`config.mk`:
```
export PLATFORM = sky130hd
export DESIGN_NAME = cla_sub_4stage_32_flat
export DESIGN_NICKNAME = d
export VERILOG_FILES = /design/src/rtl/cla_sub_4stage_32_if.sv /design/src/rtl/cla_sub_4stage_32.sv /design/src/flat_wrapper.sv
export SDC_FILE = /design/constraint.sdc
export NUM_CORES = 1
export LEC_CHECK = 0
export BUFFER_PORTS_ARGS = -buffer_cell sky130_fd_sc_hd__buf_4
export CAP_MARGIN = 0
export CORE_UTILIZATION = 40
export DETAILED_ROUTE_END_ITERATION = 12
export SYNTH_ARGS = -nofsm -noshare
export SYNTH_HDL_FRONTEND = slang
export SYNTH_SLANG_ARGS = --single-unit
```
`constraint.sdc`:
```
create_clock -name clock -period 2.41 [get_ports clock]
set_input_delay 0.6025 -clock clock [delete_from_list [all_inputs] [get_ports clock]]
set_output_delay 0.6025 -clock clock [all_outputs]
set_load 0.02 [all_outputs]
```
`src/rtl/cla_sub_4stage_32_if.sv`:
```
`timescale 1ns/1ps
// Operand-in / result-out handshake bundle for the 4-stage CLA subtractor.
//   in_valid/in_ready/in_a/in_b       : operand pair stream (minuend, subtrahend)
//   out_valid/out_ready/out_diff/...  : result stream (difference, borrow, overflow)
// master = producer of operands and consumer of results; slave = the subtractor.
interface cla_sub_4stage_32_if;
    logic        in_valid;
    logic        in_ready;
    logic [31:0] in_a;
    logic [31:0] in_b;
    logic        out_valid;
    logic        out_ready;
    logic [31:0] out_diff;
    logic        out_borrow;
    logic        out_ovf;

    modport master (
        output in_valid, in_a, in_b, out_ready,
        input  in_ready, out_valid, out_diff, out_borrow, out_ovf
    );

    modport slave (
        input  in_valid, in_a, in_b, out_ready,
        output in_ready, out_valid, out_diff, out_borrow, out_ovf
    );
endinterface

```
`src/rtl/cla_sub_4stage_32.sv`:
```
`timescale 1ns/1ps
// 32-bit subtractor (a + ~b + 1) split into four 8-bit carry-lookahead stages,
// one stage per pipeline register, with a valid/ready stream at each end.
// Ports:
//   clock  : rising-edge clock
//   reset  : asynchronous active-low reset
//   bus    : slave side of cla_sub_4stage_32_if (operands in, diff/borrow/ovf out)
// The whole pipeline advances together on en = !out_valid || out_ready;
// in_ready is that enable, so a stall at the output freezes every stage.
module cla_sub_4stage_32 (
    input  logic                   clock,
    input  logic                   reset,
    cla_sub_4stage_32_if.slave     bus
);

    localparam int unsigned W     = 32;
    localparam int unsigned SLICE = 8;

    // 4-bit lookahead group: returns {group_generate, group_propagate, sum[3:0]}
    function automatic logic [5:0] cla4(input logic [3:0] a, input logic [3:0] b, input logic cin);
        logic [3:0] g;
        logic [3:0] p;
        logic [3:0] c;
        logic       gg;
        logic       pg;
        g    = a & b;
        p    = a ^ b;
        c[0] = cin;
        c[1] = g[0] | (p[0] & cin);
        c[2] = g[1] | (p[1] & g[0]) | (p[1] & p[0] & cin);
        c[3] = g[2] | (p[2] & g[1]) | (p[2] & p[1] & g[0]) | (p[2] & p[1] & p[0] & cin);
        gg   = g[3] | (p[3] & g[2]) | (p[3] & p[2] & g[1]) | (p[3] & p[2] & p[1] & g[0]);
        pg   = &p;
        return {gg, pg, p ^ c};
    endfunction

    // 8-bit slice built from two lookahead groups: returns {carry_out, sum[7:0]}
    function automatic logic [SLICE:0] cla8(input logic [7:0] a, input logic [7:0] b, input logic cin);
        logic [5:0] lo;
        logic [5:0] hi;
        logic       c4;
        logic       c8;
        lo = cla4(a[3:0], b[3:0], cin);
        c4 = lo[5] | (lo[4] & cin);
        hi = cla4(a[7:4], b[7:4], c4);
        c8 = hi[5] | (hi[4] & c4);
        return {c8, hi[3:0], lo[3:0]};
    endfunction

    logic en;

    // stage 0 register: bits [7:0] resolved, upper operand bits carried along
    logic        s0_valid;
    logic        s0_c;
    logic [7:0]  s0_diff;
    logic [23:0] s0_a;
    logic [23:0] s0_b;
    // stage 1 register: bits [15:0] resolved
    logic        s1_valid;
    logic        s1_c;
    logic [15:0] s1_diff;
    logic [15:0] s1_a;
    logic [15:0] s1_b;
    // stage 2 register: bits [23:0] resolved
    logic        s2_valid;
    logic        s2_c;
    logic [23:0] s2_diff;
    logic [7:0]  s2_a;
    logic [7:0]  s2_b;
    // stage 3 register: final result
    logic          out_valid_r;
    logic [W-1:0]  out_diff_r;
    logic          out_borrow_r;
    logic          out_ovf_r;

    logic [SLICE:0] st0;
    logic [SLICE:0] st1;
    logic [SLICE:0] st2;
    logic [SLICE:0] st3;
    logic           ovf_c;

    assign en           = !out_valid_r || bus.out_ready;
    assign bus.in_ready = en;

    // Per-stage slice adders; subtrahend slices are inverted, stage 0 injects the +1
    always_comb begin
        st0   = cla8(bus.in_a[7:0], ~bus.in_b[7:0], 1'b1);
        st1   = cla8(s0_a[7:0], ~s0_b[7:0], s0_c);
        st2   = cla8(s1_a[7:0], ~s1_b[7:0], s1_c);
        st3   = cla8(s2_a, ~s2_b, s2_c);
        // signed overflow: operand signs differ and result sign differs from minuend
        ovf_c = (s2_a[7] != s2_b[7]) && (st3[7] != s2_a[7]);
    end

    // Pipeline registers: all stages shift together on en, hold otherwise
    always_ff @(posedge clock or negedge reset) begin
        if (!reset) begin
            s0_valid     <= 1'b0;
            s0_c         <= 1'b0;
            s0_diff      <= '0;
            s0_a         <= '0;
            s0_b         <= '0;
            s1_valid     <= 1'b0;
            s1_c         <= 1'b0;
            s1_diff      <= '0;
            s1_a         <= '0;
            s1_b         <= '0;
            s2_valid     <= 1'b0;
            s2_c         <= 1'b0;
            s2_diff      <= '0;
            s2_a         <= '0;
            s2_b         <= '0;
            out_valid_r  <= 1'b0;
            out_diff_r   <= '0;
            out_borrow_r <= 1'b0;
            out_ovf_r    <= 1'b0;
        end else if (en) begin
            s0_valid     <= bus.in_valid;
            s0_c         <= st0[SLICE];
            s0_diff      <= st0[7:0];
            s0_a         <= bus.in_a[31:8];
            s0_b         <= bus.in_b[31:8];

            s1_valid     <= s0_valid;
            s1_c         <= st1[SLICE];
            s1_diff      <= {st1[7:0], s0_diff};
            s1_a         <= s0_a[23:8];
            s1_b         <= s0_b[23:8];

            s2_valid     <= s1_valid;
            s2_c         <= st2[SLICE];
            s2_diff      <= {st2[7:0], s1_diff};
            s2_a         <= s1_a[15:8];
            s2_b         <= s1_b[15:8];

            out_valid_r  <= s2_valid;
            out_diff_r   <= {st3[7:0], s2_diff};
            // borrow is the inverted carry-out of bit 31
            out_borrow_r <= ~st3[SLICE];
            out_ovf_r    <= ovf_c;
        end
    end

    assign bus.out_valid  = out_valid_r;
    assign bus.out_diff   = out_diff_r;
    assign bus.out_borrow = out_borrow_r;
    assign bus.out_ovf    = out_ovf_r;

endmodule

```
`src/flat_wrapper.sv`:
```
// flat-port wrapper written by rule: the top's interface ports become plain ports
module cla_sub_4stage_32_flat 
  (clock, reset, bus_in_valid, bus_in_a, bus_in_b, bus_out_ready, bus_in_ready, bus_out_valid, bus_out_diff, bus_out_borrow, bus_out_ovf);
  cla_sub_4stage_32_if bus_i ();
  input  logic clock;
  input  logic reset;
  input wire logic [$bits(bus_i.in_valid)-1:0] bus_in_valid;
  input wire logic [$bits(bus_i.in_a)-1:0] bus_in_a;
  input wire logic [$bits(bus_i.in_b)-1:0] bus_in_b;
  input wire logic [$bits(bus_i.out_ready)-1:0] bus_out_ready;
  output wire logic [$bits(bus_i.in_ready)-1:0] bus_in_ready;
  output wire logic [$bits(bus_i.out_valid)-1:0] bus_out_valid;
  output wire logic [$bits(bus_i.out_diff)-1:0] bus_out_diff;
  output wire logic [$bits(bus_i.out_borrow)-1:0] bus_out_borrow;
  output wire logic [$bits(bus_i.out_ovf)-1:0] bus_out_ovf;
  assign bus_i.in_valid = bus_in_valid;
  assign bus_i.in_a = bus_in_a;
  assign bus_i.in_b = bus_in_b;
  assign bus_i.out_ready = bus_out_ready;
  assign bus_in_ready = bus_i.in_ready;
  assign bus_out_valid = bus_i.out_valid;
  assign bus_out_diff = bus_i.out_diff;
  assign bus_out_borrow = bus_i.out_borrow;
  assign bus_out_ovf = bus_i.out_ovf;
  cla_sub_4stage_32 u_core (.clock(clock), .reset(reset), .bus(bus_i));
endmodule
```
* After elaboration in Yosys (flattened, before gate mapping)
Cells that the tools add are included.
** Word-level totals
- Register bits after elaboration :: 185
- Latch bits :: 0
- RAM bits :: 0
- Bits in read-only memories :: 0
- Bits of input ports :: 68
- Output and inout bits :: 36
- Memories kept :: 0
** Operators by class
- Add/subtract/negate cells :: 0
- Multipliers :: 0
- Divide/modulo/power cells :: 0
- Magnitude comparators :: 0
- Equality and inequality tests :: 2
- Shift-type cells :: 0
- Multiplexer cells :: 0
- Bitwise operators :: 225
- Reductions and logical operators :: 11
** Operator list (number)
- AND 1 bit :: 116
- bitwise OR 1 bit :: 80
- bitwise XOR 4 bit :: 16
- AND 4 bit :: 8
- NOT 8 bit :: 4
- AND reduction 4 bit :: 8
- != test 1 bit :: 2
- logical AND 1 bit :: 1
- logical NOT 1 bit :: 1
- logical OR 1 bit :: 1
- NOT 1 bit :: 1

* Longest topological paths before layout
- Depth in word-level cells :: 12
- Gate-level depth with buffers :: 10
- Depth with buffers taken out :: 10

* Worst setup path before layout
Ideal clock, no wire load.
- Kind :: input to register
- From :: input port bus_in_b[1]
- To :: register u_core.s0_diff[5]
- Setup time :: 148 ps
- Arrival :: 1988 ps
- Path slack :: 275 ps
- Cell stages on the path :: 8
- Buffers on the path :: 0
- Path through :: inv_1 ha_1 o21ai_0 a21oi_1 a21oi_1 fa_1 xor2_1 a21oi_1
** On the way
- Word-level cells in the longest chain between the ends :: 9
- Elaborated cells between the ends (all ways) :: 13
- Classes of those cells :: bitwise: 12; reduce/logical: 1
** RTL lines
- start: declaration :: line flat_wrapper.sv:9 : input wire logic [$bits(bus_i.in_b)-1:0] bus_in_b;
- NOT 8 bit * :: line cla_sub_4stage_32.sv:87 : st0 = cla8(bus.in_a[7:0], ~bus.in_b[7:0], 1'b1);
- AND 4 bit or bitwise XOR 4 bit (tied branches) :: line cla_sub_4stage_32.sv:26, cla_sub_4stage_32.sv:27
- AND 1 bit :: line cla_sub_4stage_32.sv:32 : gg = g[3] | (p[3] & g[2]) | (p[3] & p[2] & g[1]) | (p[3] & p[2] & p[1] & g[0]);
- bitwise OR 1 bit or AND 1 bit (tied branches) :: line cla_sub_4stage_32.sv:32
- bitwise OR 1 bit :: line cla_sub_4stage_32.sv:32
- bitwise OR 1 bit * :: line cla_sub_4stage_32.sv:44 : c4 = lo[5] | (lo[4] & cin);
- AND 1 bit * :: line cla_sub_4stage_32.sv:29 : c[1] = g[0] | (p[0] & cin);
- bitwise OR 1 bit * :: line cla_sub_4stage_32.sv:29
- bitwise XOR 4 bit * :: line cla_sub_4stage_32.sv:34 : return {gg, pg, p ^ c};
- end signal: assignment :: line cla_sub_4stage_32.sv:120 : s0_diff <= st0[7:0];
- end: declaration :: line cla_sub_4stage_32.sv:55 : logic [7:0] s0_diff;
Mark *: on every way between the ends. The rest lies on a longest branch, timed or not.
A chain may end at the register's enable or synchronous reset.

* Worst setup path after layout
- From :: register u_core.s2_b[0]
- To :: register u_core.out_diff_r[28], in the netlist u_core.bus.out_diff[28]
** On the way
- Word-level cells in the longest chain between the ends :: 6
- Elaborated cells between the ends (all ways) :: 9
- Classes of those cells :: bitwise: 8; reduce/logical: 1
** RTL lines
- start: declaration :: line cla_sub_4stage_32.sv:69 : logic [7:0] s2_b;
- start signal: assignment :: line cla_sub_4stage_32.sv:134 : s2_b <= s1_b[15:8];
- NOT 8 bit * :: line cla_sub_4stage_32.sv:90 : st3 = cla8(s2_a, ~s2_b, s2_c);
- bitwise XOR 4 bit or AND 4 bit (tied branches) :: line cla_sub_4stage_32.sv:27, cla_sub_4stage_32.sv:26
- AND reduction 4 bit or AND 1 bit (tied branches) :: line cla_sub_4stage_32.sv:33, cla_sub_4stage_32.sv:32
- AND 1 bit or bitwise OR 1 bit (tied branches) :: line cla_sub_4stage_32.sv:44, cla_sub_4stage_32.sv:32
- bitwise OR 1 bit * :: line cla_sub_4stage_32.sv:44
- bitwise XOR 4 bit * :: line cla_sub_4stage_32.sv:34
- end signal: assignment :: line cla_sub_4stage_32.sv:137 : out_diff_r <= {st3[7:0], s2_diff};
- end: declaration :: line cla_sub_4stage_32.sv:72 : logic [W-1:0] out_diff_r;
Marks and branches as above.

==> run summary <==
vias in the first global route: 5,363
Syn Nets: 983
Hold Violations, Final: 0
drt first pass iters: 4
clock skew: 8.28 ps
EDFF count, synth: 0
Tightest Pin Transition: 671 ps
final instance area: 9650 sq um
core area: 19,600 sq um
Synth Area per Inst: 9.17 sq um
most frequent CP cell: nor2_1
Slew Viols, Final: 0
met1 WL: 7250 um
WP depth: 9
CP peak stage delay: 410 ps
post-CTS sizing: 0
synth top area cells: dfrtp_1, nand2_1, ha_1
met2 WL: 7130 um
RR Endpoint: u_core.bus.out_diff[28]
width of the chip: 144 um
CP max-delay cell: fa_1
GRT Util Overall: 15.9%
Top Metal Used: met4
clock-pin slew on the worst setup and hold paths: 70 ps
Crit. End Element: register
Placed Instance Area: 9100 sq um
Row Count: 51
R2R cell count: 9
layout cells sized above 1: 15.7%
detailed-route DRC error count: 0
min-delay worst type: input pin to asynchronous set/reset pin
largest family of logic cells by synthesized area: simple AND/OR/NAND/NOR gates
ant diodes: 0
DRT iter0 DRCs: 307
outcome: complete, no violations
Post-CTS Setup Repair Bufs: 0
synthesized instance count: 875
clock buffer depth: 2
worst skew pair latency: 420 ps
fmax: 0.474 GHz
CTS Buf Count: 17
Buffers on Ports: 103
peak supply drop: 0.000506 V
xor and xnor area share after synthesis: 1.97%
post-synthesis mux area share: 0.125%
ys async rst share: 100%
Die Y: 144 um
hold buffers post-CTS: 0
post-layout min period: 2110 ps
Leak Pwr: 5.05 nW
nets: 1,077
Top FF cell, synth: dfrtp_1
I/O pin total: 104
Slew headroom: 55.3%
Die Area: 20,600 sq um
Bufs and invs on worst path: 1
share of the synthesized area in the top cell type: 57.7%
Synth Register Bits: 185
Seq/Total Area, Yosys: 57.7%
root buffer cell: clkbuf_16
most frequent cell after synthesis: nand2_1
H-Tree Depth: 4
Initial Util: 40.9%
CP arrival: 2460 ps
CP max FO: 3
reg2reg start: u_core.s2_b[0]
CTS tree: done
initial antenna violation count: 0
worst endpoint required time: 2760 ps
Placed Cells: 1,215
biggest area consumer among synthesized cells: dfrtp_1
Synth Area in Compound Gates: 6.99%
area share of and/or/nand/nor cells after synthesis: 22.2%
pwr dens: 1310 nW/um^2
Reg2Reg Setup Slack: 300 ps
HPWL after DPL: 9840 um
Layout Cells excl Fill: 1,247
Post-synth top cells: nand2_1, dfrtp_1, o21ai_0
Final Cycle Share: 87.5%
Synth Area in Adders: 6.90%
vias: 5,707
DR vias/cell: 4.58
Unique masters post-synth: 31
final setup fails: 0
clk sinks: 185
Syn. warnings: 0
synthesis-to-finish area growth: 20.4%
gr ovfl total: 0
CP Cell Sequence: inv_1, ha_1, a211oi_1, nor2_1, nor2_1, nor2b_1, nor2_1, fa_1, a21oi_1
met3 WL: 426 um
largest net degree at the start of global routing: 152
GPL Wtd Cong: 0.734
Routed WL: 14,900 um
cell family with most CP delay: adder cells
Post-DRT Antenna Nets: 0
post-synthesis instance area: 8020 sq um
# Max-Cap Violations: 0
global-route wire length before repair: 25,700 um
WL per Instance: 12.0 um
Critical Path Start Type: register
Worst Setup Path Type: register to register
RSZ-0062 raised after global routing: no
worst setup path start: u_core.s2_b[0]
## routing by layer
| layer | global-route usage (%) | vias to the layer above |
|---|---|---|
| met5 | 0 | - |
| met4 | 3.86 | 0 |
| met3 | 4.13 | 6 |
| met2 | 26.1 | 71 |
| met1 | 20.9 | 2689 |
| li1 | - | 2941 |
## logic make-up after synthesis
group,Yosys count
adder cells (fa/ha/maj),40
AND/OR/NAND/NOR,459
buffers and inverters,79
flip-flops,185
XOR/XNOR,18
AO/OA/AOI/OAI,93
multiplexers,1
## flip-flops by register name, summed over array words and instances (netlist names), 8 cells and up
signal / flops
u_core.s2_b: 8
u_core.s0_a: 24
u_core.s2_a: 8
u_core.s2_diff: 24
u_core.s0_b: 24
u_core.s0_diff: 8
u_core.bus.out_diff: 32
u_core.s1_b: 16
u_core.s1_diff: 16
u_core.s1_a: 16
## worst max-delay path by stage
stage                              end
6_report       u_core.bus.out_diff[28]
5_1_grt        u_core.bus.out_diff[28]
4_1_cts             u_core.bus.out_ovf
3_5_place_dp         u_core.s0_diff[5]
3_3_place_gp         u_core.s0_diff[5]
2_1_floorplan        u_core.s0_diff[5]
## cell usage in the layout (no fill, tap or decap), types with 7 or more instances in the layout
cell / n
nand2_1: 415
dfrtp_1: 185
buf_4: 111
o21ai_0: 39
inv_1: 37
ha_1: 33
nor2_1: 24
a21oi_1: 21
clkbuf_16: 17
xor2_1: 13
o31ai_1: 9
o21a_1: 8
nor3_1: 7
fa_1: 7
## report_power, final
group	internal [mW]	switching [mW]	leakage (nW)	total, mW
registers	4.47	0.687	2.22	5.15
clock network	1.38	1.25	0.272	2.62
logic	2.08	2.81	2.56	4.89
total	7.93	4.74	5.05	12.7
## per-stage QoR
stage                     power (mW)  setup TNS [ps]  setup slack (ps)  utilization [%]  hold slack (ps)
final                           12.7               0               301             49.3              149
after global routing            13.8               0               112             49.3              162
after CTS                       12.9               0               245             49.3              148
after detailed placement        10.2           -3.44             -3.44             46.5              455
after global placement          10.1               0              62.2             46.5              441
after floorplan                 8.62               0               275                -              307
## layout make-up
cell class,count,area (sq um)
multi-input combinational,611,3070
clock buffer,18,439
timing repair buffer,116,927
fill,1957,9940
tap,265,332
sequential,185,4630
inverter,38,148
clock inverter,14,114
Power figures use the tool's default switching activity.
